`config.mk`:
```
export PLATFORM = sky130hd
export DESIGN_NAME = cv32e40p_ft_error_monitor
export DESIGN_NICKNAME = d
export VERILOG_FILES = /design/src/rtl/cv32e40p_ft_error_monitor.sv
export SDC_FILE = /design/constraint.sdc
export NUM_CORES = 1
export LEC_CHECK = 0
export ABC_AREA = 0
export CORE_UTILIZATION = 50
export DETAILED_ROUTE_END_ITERATION = 10
export HOLD_SLACK_MARGIN = 0.02
export MAX_ROUTING_LAYER = met4
export PLACE_DENSITY = 0.77
export SLEW_MARGIN = 5
export SYNTH_ARGS = -nofsm -noshare
export SYNTH_HDL_FRONTEND = slang
export SYNTH_SLANG_ARGS = --single-unit
```
`constraint.sdc`:
```
create_clock -name clk -period 3.06 [get_ports clk]
set_clock_uncertainty 0.15 [all_clocks]
set_input_delay 0.459 -clock clk [delete_from_list [all_inputs] [get_ports clk]]
set_output_delay 0.459 -clock clk [all_outputs]
set_load 0.05 [all_outputs]
```
`src/rtl/cv32e40p_ft_error_monitor.sv`:
```
// Error monitor behind the voter bank: saturating event counters, windowed corrected-error
// density, recovery req/ack and a sticky fatal alarm. CV32E40P_FT_ERR_LOG_EN adds a first-error log.
module cv32e40p_ft_error_monitor #(
   parameter int unsigned N_VOTERS = 4,
   parameter int unsigned CNT_W    = 16,
   parameter int unsigned WINDOW   = 1024,
   parameter int unsigned THRESH   = 4
) (
   input  logic                clk,
   input  logic                rst,
   input  logic                valid_i,
   input  logic [N_VOTERS-1:0] err_correct_i,
   input  logic [N_VOTERS-1:0] err_detected_i,
   input  logic                clear_i,
   input  logic                recover_ack_i,
`ifdef CV32E40P_FT_ERR_LOG_EN
   output logic                err_log_valid_o,
   output logic [((N_VOTERS > 1) ? $clog2(N_VOTERS) : 1)-1:0] err_log_idx_o,
`endif
   output logic                recover_req_o,
   output logic                fatal_o,
   output logic [1:0]          state_o,
   output logic [CNT_W-1:0]    corr_cnt_o,
   output logic [CNT_W-1:0]    uncorr_cnt_o
);

   localparam int unsigned TMR_W = $clog2(WINDOW);
   localparam int unsigned WC_W  = $clog2(THRESH + 1);
   localparam logic [TMR_W-1:0] TMR_LAST = TMR_W'(WINDOW - 1);
   localparam logic [WC_W:0]    THRESH_V = (WC_W + 1)'(THRESH);

   typedef enum logic [1:0] {
      ST_OK      = 2'd0,
      ST_RECOVER = 2'd1,
      ST_FATAL   = 2'd2
   } state_e;

   state_e           state_q, state_d;
   logic             corr_evt, uncorr_evt;
   logic [TMR_W-1:0] timer_q;
   logic [WC_W-1:0]  win_cnt_q, win_next;
   logic [WC_W:0]    win_sum;
   logic             thr_hit;
   logic [CNT_W-1:0] corr_cnt_q, uncorr_cnt_q;

   assign corr_evt   = valid_i & (|(err_detected_i & err_correct_i));
   assign uncorr_evt = valid_i & (|(err_detected_i & ~err_correct_i));

   // The current cycle's event counts toward the threshold before the window rolls over.
   assign win_sum  = {1'b0, win_cnt_q} + {{WC_W{1'b0}}, corr_evt};
   assign thr_hit  = (win_sum >= THRESH_V);
   assign win_next = thr_hit ? WC_W'(THRESH) : win_sum[WC_W-1:0];

   // Recovery handshake: recover_req_o rises when RECOVER is entered and stays high and
   // unchanged until recover_ack_i is sampled high at a clock edge while in RECOVER; it
   // drops the following cycle. An ack outside RECOVER has no effect.
   always_ff @(posedge clk) begin
      if (rst) state_q <= ST_OK;
      else     state_q <= state_d;
   end

   always_comb begin
      state_d = state_q;
      case (state_q)
         ST_OK: begin
            if (uncorr_evt)   state_d = ST_FATAL;
            else if (thr_hit) state_d = ST_RECOVER;
         end
         ST_RECOVER: begin
            if (uncorr_evt)         state_d = ST_FATAL;
            else if (recover_ack_i) state_d = ST_OK;
         end
         ST_FATAL: state_d = ST_FATAL;
         default:  state_d = ST_OK;
      endcase
      if (clear_i) state_d = ST_OK;
   end

   // Window timer and density count advance only in OK; they restart on every return to OK.
   always_ff @(posedge clk) begin
      if (rst || clear_i) begin
         timer_q   <= '0;
         win_cnt_q <= '0;
      end else if (state_q == ST_OK) begin
         if (timer_q == TMR_LAST) begin
            timer_q   <= '0;
            win_cnt_q <= '0;
         end else begin
            timer_q   <= timer_q + TMR_W'(1);
            win_cnt_q <= win_next;
         end
      end else if (state_d != state_q) begin
         timer_q   <= '0;
         win_cnt_q <= '0;
      end
   end

   always_ff @(posedge clk) begin
      if (rst || clear_i) begin
         corr_cnt_q   <= '0;
         uncorr_cnt_q <= '0;
      end else if (state_q != ST_FATAL) begin
         if (corr_evt && !(&corr_cnt_q))     corr_cnt_q   <= corr_cnt_q + CNT_W'(1);
         if (uncorr_evt && !(&uncorr_cnt_q)) uncorr_cnt_q <= uncorr_cnt_q + CNT_W'(1);
      end
   end

`ifdef CV32E40P_FT_ERR_LOG_EN
   localparam int unsigned IDX_W = (N_VOTERS > 1) ? $clog2(N_VOTERS) : 1;

   logic [IDX_W-1:0] low_idx;
   logic             log_valid_q;
   logic [IDX_W-1:0] log_idx_q;

   always_comb begin
      low_idx = '0;
      for (int i = N_VOTERS - 1; i >= 0; i--) begin
         if (err_detected_i[i]) low_idx = IDX_W'(i);
      end
   end

   always_ff @(posedge clk) begin
      if (rst || clear_i) begin
         log_valid_q <= 1'b0;
         log_idx_q   <= '0;
      end else if (!log_valid_q && (corr_evt || uncorr_evt)) begin
         log_valid_q <= 1'b1;
         log_idx_q   <= low_idx;
      end
   end

   assign err_log_valid_o = log_valid_q;
   assign err_log_idx_o   = log_idx_q;
`endif

   assign state_o       = state_q;
   assign recover_req_o = (state_q == ST_RECOVER);
   assign fatal_o       = (state_q == ST_FATAL);
   assign corr_cnt_o    = corr_cnt_q;
   assign uncorr_cnt_o  = uncorr_cnt_q;

endmodule

```
# After elaboration in Yosys (flattened, before gate mapping)
# Cells that the tools add are included.
totals:
  register_bits: 47
  in_bits: 13
  word_cells: 46
op_classes:
  add_sub_neg: 4
  n_lt_le_gt_ge: 1
  eq_ne: 5
  n_mux: 13
  bitwise_logic: 5
  reduce_logical: 13
ops:
  columns: ["operator", "n"]
  rows:
  - ["$add A16 B1 Y16 const B", 2]
  - ["$reduce_and A16 Y1", 2]
  - ["$mux W10", 3]
  - ["$mux W3", 4]
  - ["$add A10 B1 Y10 const B", 1]
  - ["$eq A10 B10 Y1 const B", 1]
  - ["$mux W2", 5]
  - ["$and A4 B4 Y4", 2]
  - ["$reduce_or A4 Y1", 2]
  - ["$pmux W2 S3", 1]
  - ["$add A3 B1 Y4", 1]
  - ["$ge A4 B3 Y1 const B", 1]
  - ["$not A4 Y4", 1]
  - ["$reduce_and A2 Y1", 2]
  - ["$and A1 B1 Y1", 2]
  - ["$eq A2 B1 Y1 const B", 1]
  - ["$eq A2 B2 Y1 const B", 1]
  - ["$logic_and A1 B1 Y1", 2]
  - ["$logic_not A1 Y1", 2]
  - ["$logic_not A2 Y1", 1]
  - ["$ne A2 B2 Y1", 1]
  - ["$ne A2 B2 Y1 const B", 1]
  - ["$reduce_bool A2 Y1", 1]
  - ["$logic_or A1 B1 Y1", 1]

# Depth between registers and ports, before layout
logic_depth:
  ltp_word: 12
  ltp_mapped: 8

# Worst setup path before layout
# Ideal clock, no wire load.
synth_path:
  path_kind: "flip-flop to flip-flop"
  startpoint: "reg uncorr_cnt_q[0], in the netlist uncorr_cnt_o[0]"
  endpoint: "reg uncorr_cnt_q[5], in the netlist uncorr_cnt_o[5]"
  t_arrival_ps: 2088
  slack_ps: 750
  path_stages_with_launch: 7
  synth_period_minus_slack_ps: 2310
  path_cell_list: "dfxtp_1 > ha_1 > nand4_1 > or4_1 > and4_1 > nand4_1 > mux2i_1"
synth_via:
  elab_chain_cells: 4
  elab_cells_between_ends: 5
  cone_classes: "add/sub: 1; reduce/logical: 4"
synth_lines:
  columns: ["item", "line_no", "text"]
  rows:
  - ["start: declaration", "44", "logic [CNT_W-1:0] corr_cnt_q, uncorr_cnt_q;"]
  - ["start signal: assignment", "104", "if (uncorr_evt && !(&uncorr_cnt_q)) uncorr_cnt_q <= uncorr_cnt_q + CNT_W'(1);"]
  - ["branches (longest 4 deep; another with $add A16 B1 Y16)", null, null]
# Parallel ways; which one is timed is not known.
# A chain may end at the register's enable or synchronous reset.

# Final worst setup path
layout_path:
  startpoint: "reg state_q[1], in the netlist state_o[1]"
  endpoint: "out fatal_o"
layout_via:
  elab_chain_cells: 1
layout_lines:
  columns: ["item", "line_no", "text"]
  rows:
  - ["start: declaration", "38", "state_e state_q, state_d;"]
  - ["start signal: assignment", "59", "else state_q <= state_d;"]
  - ["$eq A2 B2 Y1", "138", "assign fatal_o = (state_q == ST_FATAL);"]
  - ["end: declaration", "21", "output logic fatal_o,"]
# No other way between the ends.

==> impl_metrics.ini <==
[logic_synthesis]
async_reset_ff_share_pct = 0
synthTopCellsByCount = dfxtp_1, nor2_1, nand2_1
syn-cell-area_um2 = 2520
synth_cells = 290
synth_ff_type = dfxtp_1
yosysWarnings = 0
syn-num-nets = 308
ys_types = 49
syn_avg_cell_area_um2 = 8.71
synth_largest_area_cell = dfxtp_1
yosysMostFrequentCell = dfxtp_1
ys_seq_area_share_pct = 37.3
synth_seq_cells = 47
synth_edf_count = 0
yosys-top-cells-area = dfxtp_1, nor2_1, xnor2_1
netlist.area_leader.share_pct = 37.3

[place]
hpwlAfterDp_um = 3970
place_inst = 402
routabilityCongestion = 0.750
place_area_um2 = 3080
io_buffers = 48

[layout]
layout-drive-gt1-share_pct = 11.1
finalNetCount = 360
antenna_cells = 0
area_growth_syn_to_layout_pct = 26.7
design_area_um2 = 3200
final_cells = 410

[die]
start_util_pct = 52.8
placeableCoreArea_um2 = 4790
io_pins = 49
die_w_um = 73.1
chipHeight_um = 73.1
rows = 25
dieArea_um2 = 5340

[sta]
period_needed_ns = 2.50
rsz0062_at_grt = no
holdWs_ns = 0.333
final_max_slew_viol_count = 0
finalHoldViolations = 0
setup_viol = 0
slew_headroom_pct = 54.3
fin_crit_sh_pct = 81.8
setup-tns-final_ns = 0
worstMarginPinSlew_ns = 0.679
fmax_mhz = 400

[clocking]
htreeDepth = 2
cts_resized = 0
numCtsBuffers = 5
clock_latency_ns = 0.30
tritoncts = yes
cts_setup_buffers = 0
hold_buffers = 0
cts_buffer_depth = 2
clk_pin_slew_ns = 0.09
clock-sinks = 47
root_buffer = clkbuf_8

[route]
routedWlPerCell_um = 13.7
vias_per_cell = 5.79
drt_iter0_drc = 101
drcViolationCount = 0
dr.pass1.iters = 5
postRouteAntennaNets = 0
vias = 2375
wl_um = 5630

[grt]
grt_pass1_wl_um = 9300
grt_pass1_vias = 2142
antenna_found_initial = 0
track_usage_pct = 22.7
overflow = 0
grt_max_degree = 22

[setup_path]
required_ns = 2.45
worstPathArrival_ns = 1.89
cp-end-kind = primary output
critPathLaunchType = flip-flop
r2r_slack_ns = 0.93
crit_fanout = 9
critical_path_class = flip-flop to primary output

[pwr]
total_power_mw = 1.20
max-vdd-ir-drop_uv = 285
pwr_density_cell_nw_per_um2 = 375
p_leak_nw = 0.978

[worst_hold_path]
min_path_type = flip-flop to flip-flop

[outcome]
status = completed

[job]
cap_violations = 0
## placed cells by master, fill, tap and decap left out, drive strengths merged, types with 5 or more instances in the layout
cell type,n
nand3,17
nand4,11
nand2,19
nor4,9
ha,5
or4,6
inv,7
dfxtp,47
nor2,42
xnor2,18
nor2b,5
nor3,8
a21oi,18
and3,5
clkdlybuf4s50,48
clkbuf,6
buf,5
or3,5
o21ai,10
a211oi,7
## worst max-delay path, cell delays in order (launching register included)
cell and delay, ns:
dfxtp_1 0.51, nand2b_4 0.13, inv_4 0.13, clkdlybuf4s50_1 0.82
## stage by stage
stage | setup slack [ns] | utilization, %
after floorplan | 0.750 | -
after global placement | 0.440 | 64.4
after detailed placement | 0.423 | 64.4
after CTS | 0.542 | 66.8
after global routing | 0.462 | 66.8
final | 0.558 | 66.8
## layer usage
layer	part of all wire [%]	vias to the layer above	track usage (%)	routed length (µm)
met5	0	-	-	0
met4	0.78	0	7.63	44
met3	3.4	4	4.83	189
met2	50	54	38.9	2800
met1	46	1125	26.3	2600
li1	-	1192	-	-
## path summary, 6_finish.rpt
| path | startpoint | to | depth (start not counted) |
|---|---|---|---|
| hold / removal | timer_q[9] | timer_q[9] | 1 |
| setup reg to reg | uncorr_cnt_o[0] | uncorr_cnt_o[15] | 6 |
| setup / recovery | state_o[1] | fatal_o | 3 |
| hold reg to reg | timer_q[9] | timer_q[9] | 1 |
## report_power, final
part	leakage [nW]	switching [mW]	internal [mW]	total, mW
Clock	0.0612	0.207	0.265	0.472
Sequential	0.379	0.00582	0.616	0.621
Combinational	0.538	0.0639	0.0437	0.108
## cell type report
class / count / area, µm²
clock buffer: 6 / 82.6
clock inverter: 2 / 35.0
timing repair buffer: 53 / 518
sequential: 47 / 941
fill: 396 / 1590
multi-input combinational: 228 / 1510
inverter: 7 / 28.8
tap: 67 / 83.8
## state kept, by name, indices dropped and copies added, names as in the netlist
register,flops
timer_q,10
corr_cnt_o,16
uncorr_cnt_o,16
state_o,2
win_cnt_q,3
## cell families (layout without fill, tap and decap cells)
logic type               Yosys count  count (layout)  synth area share, %
XOR/XNOR                          19              19                 6.59
AND/OR/NAND/NOR                  139             139                 30.1
flip-flops                        47              47                 37.3
buffers and inverters             15              68                 2.92
multiplexers                       3               3                 1.19
adder cells (fa/ha/maj)            5               5                 2.48
AO/OA/AOI/OAI                     62              62                 19.4
(Power assumes the default switching activity.)
